<file path="src/rtl/fifo_ctrl.sv">
// Synchronous FIFO controller: owns read/write pointers, status flags and
// access gating, and drives an external dual-port RAM that holds the data.
module fifo_ctrl #(
    parameter int unsigned DATA_WIDTH = 8,
    parameter int unsigned FIFO_DEPTH = 8
) (
    input  logic                          clk,
    input  logic                          n_rst,
    // producer / consumer side
    input  logic                          fifo_wr_en,
    input  logic [DATA_WIDTH-1:0]         fifo_data_in,
    output logic                          fifo_full,
    input  logic                          fifo_rd_en,
    output logic [DATA_WIDTH-1:0]         fifo_data_out,
    output logic                          fifo_empty,
    output logic                          data_valid,
    output logic [$clog2(FIFO_DEPTH):0]   count,
    // dual-port RAM side
    output logic                          ram_wr_en,
    output logic [$clog2(FIFO_DEPTH)-1:0] ram_wr_addr,
    output logic [DATA_WIDTH-1:0]         ram_data_in,
    output logic                          ram_rd_en,
    output logic [$clog2(FIFO_DEPTH)-1:0] ram_rd_addr,
    input  logic [DATA_WIDTH-1:0]         ram_data_out
);

    localparam int unsigned ADDR_W = $clog2(FIFO_DEPTH);
    localparam int unsigned PTR_W  = ADDR_W + 1;

    // Pointers carry one extra wrap bit so full and empty are distinguishable.
    logic [PTR_W-1:0] wr_ptr;
    logic [PTR_W-1:0] rd_ptr;
    logic             acc_wr;
    logic             acc_rd;

    // Status derived purely from registered pointers; no input lookahead.
    assign fifo_empty = (wr_ptr == rd_ptr);
    assign fifo_full  = (wr_ptr[ADDR_W] != rd_ptr[ADDR_W]) &&
                        (wr_ptr[ADDR_W-1:0] == rd_ptr[ADDR_W-1:0]);
    assign count      = PTR_W'(wr_ptr - rd_ptr);

    // Gate requests against the pre-operation flags: a full FIFO rejects a
    // write even when a read in the same cycle frees a slot, and an empty
    // FIFO never bypasses write data to the read side.
    assign acc_wr = fifo_wr_en && !fifo_full;
    assign acc_rd = fifo_rd_en && !fifo_empty;

    // RAM drive; the RAM registers read data, so data_out is a passthrough.
    assign ram_wr_en     = acc_wr;
    assign ram_wr_addr   = wr_ptr[ADDR_W-1:0];
    assign ram_data_in   = fifo_data_in;
    assign ram_rd_en     = acc_rd;
    assign ram_rd_addr   = rd_ptr[ADDR_W-1:0];
    assign fifo_data_out = ram_data_out;

    // Write pointer advances once per accepted write, wrapping naturally.
    always_ff @(posedge clk or negedge n_rst) begin
        if (!n_rst) begin
            wr_ptr <= '0;
        end else if (acc_wr) begin
            wr_ptr <= wr_ptr + PTR_W'(1);
        end
    end

    // Read pointer advances once per accepted read, wrapping naturally.
    always_ff @(posedge clk or negedge n_rst) begin
        if (!n_rst) begin
            rd_ptr <= '0;
        end else if (acc_rd) begin
            rd_ptr <= rd_ptr + PTR_W'(1);
        end
    end

    // data_valid marks the cycle in which the RAM presents the read word.
    always_ff @(posedge clk or negedge n_rst) begin
        if (!n_rst) begin
            data_valid <= 1'b0;
        end else begin
            data_valid <= acc_rd;
        end
    end

endmodule

</file>
<file path="config.mk">
export PLATFORM = sky130hd
export DESIGN_NAME = fifo_ctrl
export DESIGN_NICKNAME = d
export VERILOG_FILES = /design/src/rtl/fifo_ctrl.sv
export SDC_FILE = /design/constraint.sdc
export NUM_CORES = 1
export LEC_CHECK = 0
export CAP_MARGIN = 20
export CORE_ASPECT_RATIO = 0.8
export CORE_UTILIZATION = 30
export DETAILED_ROUTE_END_ITERATION = 10
export DONT_BUFFER_PORTS = 1
export GPL_TIMING_DRIVEN = 0
export PLACE_DENSITY_LB_ADDON = 0.12
export SLEW_MARGIN = 20
export SYNTH_ARGS = -nofsm -noshare
export SYNTH_HDL_FRONTEND = slang
export SYNTH_SLANG_ARGS = --single-unit
</file>
<file path="constraint.sdc">
create_clock -name clk -period 2.2 [get_ports clk]
set_input_delay 0.66 -clock clk [delete_from_list [all_inputs] [get_ports clk]]
set_output_delay 0.66 -clock clk [all_outputs]
set_load 0.02 [all_outputs]
</file>
==> results.md, run 1 <==
* DRT Pass-1 Iters at 3
* Max H-tree Level at 1
* Worst-path maximum fanout at 7
* CP max-delay cell: dfrtp_2
* Met1 usage at 0.147
* Top cells by area, synth: dfrtp_1 33%, buf_4 24%, xnor2_1 10%
* Avg Cell Area, Syn at 9.85 sq um
* Die area at 2460 sq um
* Final Power at between 1500 and 2000 uW
* Die Height at 44.6 um
* PortBufs at 0
* Routed Antenna Nets at 0
* Yosys reg bits at 9
* Status: finished clean
* CP Launch Type: register
* Synth-to-layout area growth at 28.5%
* Synthesized area at 679 sq um
* Dominant cell type by area after synthesis: dfrtp_1
* First-pass GRT wire length at between 2 and 2.5 mm
* Post-route clock skew at 0.00212 ns
* Worst Path Arrival at 1.50 ns
* Top Ports at 51
* Min Tclk post-route at 2.16 ns
* Final Core Density at 0.408
* Synth unique cells at 17
* Clock Latency Late Sink at 0.26 ns
* Initial Util at 0.318
* TritonCTS clock tree: built
* Core Area at roughly 2100 sq um
* Busiest grt layer: met2
* CP Class: reg -> out
* Dpl hpwl at 907 um
* Worst hold path class: in -> async
* Setup crit end kind: output port
* Slew @ Worst Pin at ~0.53 ns
* Fraction of layout cells with a size suffix above 1 at 0.658
* CP max stage delay at 0.46 ns
* Post-Route WL at between 1 and 1.5 mm
* Buffer depth of the longest clock path at 2
* Endpoints failing setup at 0
* Largest net degree at the start of global routing at 10
* Max_cap viols at 0
* Worst hold margin at 0.0909 ns
* Maximum vdd drop at roughly 1600 uV
* Final nets at 106
* GRT overflow at 0
* Leak Pwr at 0.000405 uW
* Rel. slew slack at 0.643
* Global Route met3 Usage at 0.0292
* Ant diodes at 0
* Max Slew Vio Count at 0
* Total clock sinks at 9
* Rows at 15
* Die width at 55.2 um
* Fin. Hold Viols at 0
* Initial antenna violation count at 0
* Post-Syn Nets at 95
* RSZ-0062 raised after global routing: yes
* Met2 Resource Use GR at 0.171
* Yosys top cell area share at 0.331
* Num CTS Buffers at 3
* All-Layer GR Usage at 0.114
* CP cell instances: ha_4, nand3_2, o21a_4
* Clk root buf: clkbuf_4
* CTS clock-pin slew for the worst setup and hold paths at 0.06 ns
* Via count at 468
* WP data required at 1.54 ns
* Total Neg Setup Slack at 0 ns
* Yosys warning count at 0
* Max frequency at 463 MHz
* Avg WL per Cell at 12.4 um
* Hold buffers post-CTS at 0
* Cells after Synth at 69
* Final Wtd Congestion at ~0.65
* # DRC at 0
* DR vias/cell at 4.50
* Fin crit share at 0.981
* Power per cell area at 2100 nW/um^2
* Vias in the first global route at 426
* Initial DRC count at 5
* Critical path's top delay family: flip-flops
* Crit path buffers/inverters at 0
* Seq/Total Area, Yosys at 0.331
cells by family after synthesis:
group                      after synthesis  share of synthesized area
AOI/OAI and AO/OA                        6                     0.0681
and+or+nand+nor                          9                     0.0681
DFF                                      9                      0.331
adders and majority gates                6                      0.122
buffers and inverters                   29                      0.282
xor gates and xnor gates                10                      0.129
routing by layer:
layer / share of wire / routed length (um) / up-vias
met1: 0.45 / 581 / 217
met5: 0 / 0 / -
li1: - / - / 215
met4: 0 / 0 / 0
met3: 0.085 / 110 / 0
met2: 0.46 / 599 / 36
sequential cells by signal, summed over array words and instances, names as in the netlist:
| register | cells |
|---|---|
| wr_ptr | 4 |
| data_valid | 1 |
| rd_ptr | 4 |
synthesized netlist by cell type:
cell / count
a21o_1: 1
a21oi_1: 1
buf_4: 22
dfrtp_1: 9
fa_1: 1
ha_1: 5
inv_1: 7
nand2_1: 4
nand3_1: 1
nand4_1: 1
nand4_2: 1
nor2_1: 2
o21a_2: 1
o21a_4: 1
o21ai_0: 2
xnor2_1: 8
xor2_1: 2
stage by stage:
stage	instances	worst slack, ns	instance area [sq um]
CTS	103	-0.0152	852
detailed placement	94	0.0280	711
floorplan	69	0.117	679
finish	104	0.0409	873
global placement	94	0.0372	711
global route	104	-0.0398	873
what timing repair did:
action                                  4_1_cts  5_1_grt
resized for setup                            16        6
endpoints found under the setup margin        7        7
buffers inserted                              5        1
gates cloned                                  0        0
pin swaps                                     3        5
worst paths after layout:
kind	startpoint	endpoint	slack, ns	cells after the start
min in group clk	wr_ptr[3]	wr_ptr[3]	0.54	1
setup reg to reg	wr_ptr[3]	wr_ptr[3]	0.63	4
hold reg to reg	wr_ptr[3]	wr_ptr[3]	0.54	1
hold / removal	n_rst	wr_ptr[1]	0.09	0
setup / recovery	wr_ptr[2]	ram_rd_en	0.04	3
max in group asynchronous	n_rst	rd_ptr[0]	2.03	0
final cells by class:
| cell class | count | area (sq um) |
|---|---|---|
| flip-flops and latches | 9 | 230 |
| clock buffers | 4 | 26.3 |
| plain buffers | 22 | 165 |
| repair buffers | 6 | 45.0 |
| fillers | 217 | 1270 |
| well taps | 25 | 31.3 |
| multi-input cells | 31 | 349 |
| inverters | 7 | 26.3 |
cells in the final DEF (no fill, tap or decap):
cell type,n
o21ai_0,2
dfrtp_2,4
nand4_2,1
fa_2,1
xnor2_4,1
o21a_4,2
nand2_1,4
nand3_2,1
xnor2_2,1
inv_2,4
nor2_2,2
ha_1,2
xnor2_1,6
nand4_1,1
xor2_1,2
dfrtp_1,5
ha_4,3
inv_1,3
a21oi_2,1
clkbuf_4,3
buf_4,28
clkbuf_1,1
a21o_1,1
power breakdown:
part / internal (uW) / switching, uW / leakage [uW]
Clock: 69.9 / 58.2 / 0.0000150
Combinational: 588 / 759 / 0.000288
Sequential: 258 / 101 / 0.000102
No activity file was read; power rests on OpenSTA's default activity.
==> run 2: changes to the inputs <==
Settings changed: CTS_BUF_LIST from default to sky130_fd_sc_hd__clkbuf_8.
==> results.md, run 2 (synthesis results as in run 1) <==
* Worst hold margin at 0.127 ns
* Fillers at 217
* Largest net degree at the start of global routing at 10
* Max H-tree Level at 1
* Fin cells at 104
* Synth-to-layout area growth at 31.1%
* Buffer depth of the longest clock path at 2
* Dpl hpwl at about 910 um
* Placed Cells at 94
* Via count at 468
* Max frequency at 468 MHz
* Max Slew Vio Count at 0
* Leak Pwr at 0.000419 uW
* Rel. slew slack at 0.653
* Final Power at 1860 uW
* GRT overflow at 0
* Register Area at 229 sq um
* Post-Route WL at 1.24 mm
* Min Tclk post-route at around 2.1 ns
* Initial DRC count at 1
* Status: finished clean
* FF-to-FF path depth at 4
* Power per cell area at 2090 nW/um^2
* # DRC at 0
* Rows at 15
* WP data required at between 1.5 and 2 ns
* Reg-to-reg endpoint: wr_ptr[3]
* Clk root buf: clkbuf_8
* CTS clock-pin slew for the worst setup and hold paths at 0.04 ns
* Worst hold path class: in -> async
* Setup crit end kind: output port
* Slew @ Worst Pin at 0.516 ns
* Fin crit share at 0.970
* CP Launch Type: register
* Routed Antenna Nets at 0
* Largest regs: rd_ptr x4, wr_ptr x4, data_valid x1
* Most frequent cells in the layout: 28 x buf_4, 6 x xnor2_1, 6 x dfrtp_1, 5 x inv_1, 4 x nand2_1
* Setup crit end: count[3]
* Area of the multi-input gates at 349 sq um
* Worst-path maximum fanout at 2
* All-Layer GR Usage at 0.101
* Core Area at 2140 sq um
* Num CTS Buffers at 3
* Initial Util at 0.318
* Max_cap viols at 0
* DRT Pass-1 Iters at 2
* Maximum vdd drop at approximately 1600 uV
* Clock Latency Late Sink at 0.23 ns
* Initial antenna violation count at 0
* Top Ports at 51
* Final nets at 106
* TritonCTS clock tree: built
* Worst Path Arrival at approximately 1.5 ns
* Ant diodes at 0
* PortBufs at 0
* Die width at around 55 um
* CP Class: reg -> out
* Reg2reg start: wr_ptr[3]
* First-pass GRT wire length at 1.95 mm
* Endpoints failing setup at 0
* Commonest non-fill, non-tap cell in the layout: buf_4
* Post-route clock skew at 0.00115 ns
* Final Wtd Congestion at 0.647
* Vias in the first global route at ~400
* Avg WL per Cell at 11.9 um
* DR vias/cell at between 4 and 5
* Fraction of layout cells with a size suffix above 1 at 0.633
* RSZ-0062 raised after global routing: yes
* Reg2Reg Setup Slack at roughly 0.64 ns
* CP startpoint: rd_ptr[1]
* Fin. Hold Viols at 0
* Die Height at around 45 um
* Die area at 2460 sq um
* Total clock sinks at 9
run 2: routing by layer:
layer	share of wire	GRT usage
met1	0.45	0.141
met2	0.46	0.159
met3	0.093	0.0234
met5	0	0
met4	0	0.0300
run 2: critical path, stage by stage, from the launching register on:
cell     delay (ns)
dfrtp_2        0.41
inv_2          0.08
ha_4           0.20
a21o_1         0.17
a21oi_2        0.20
xnor2_2        0.19
run 2: repair_timing:
action,4_1_cts,5_1_grt
hold endpoints to repair,0,0
pin swaps,3,5
setup endpoints to repair,6,6
hold buffers,0,0
cloned,0,0
gates resized for setup,13,7
buffers inserted,3,3
run 2: final cells by class:
class                           instances  area share
Inverter                                7      0.0295
Clock buffer                            3      0.0463
Clock inverter                          1     0.00421
Tap cell                               25      0.0351
Sequential cell                         9       0.257
Multi-Input combinational cell         31       0.392
Timing Repair Buffer                    6      0.0506
Buffer                                 22       0.185
run 2: how the worst min path moves through the flow:
stage,startpoint,endpoint,cells past startpoint
finish,n_rst,wr_ptr[1],0
global placement,n_rst,data_valid,0
detailed placement,n_rst,data_valid,0
CTS,n_rst,wr_ptr[1],0
global route,n_rst,wr_ptr[1],0
floorplan,n_rst,data_valid,0
run 2: through the flow:
step | utilization | setup TNS (ns) | instance area [sq um] | setup WS, ns
after global placement | 0.332 | 0 | 711 | 0.0372
after floorplan | - | 0 | 679 | 0.117
after global routing | 0.416 | -0.000741 | 891 | -0.000741
after detailed placement | 0.332 | 0 | 711 | 0.0280
after CTS | 0.390 | -0.0220 | 835 | -0.0220
final | 0.416 | 0 | 891 | 0.0650
run 2: power breakdown:
group	total [uW]	internal (uW)	switching, uW	leakage [uW]
logic	1310	576	734	0.000289
clock network	182	121	60.9	0.0000269
registers	368	257	111	0.000103
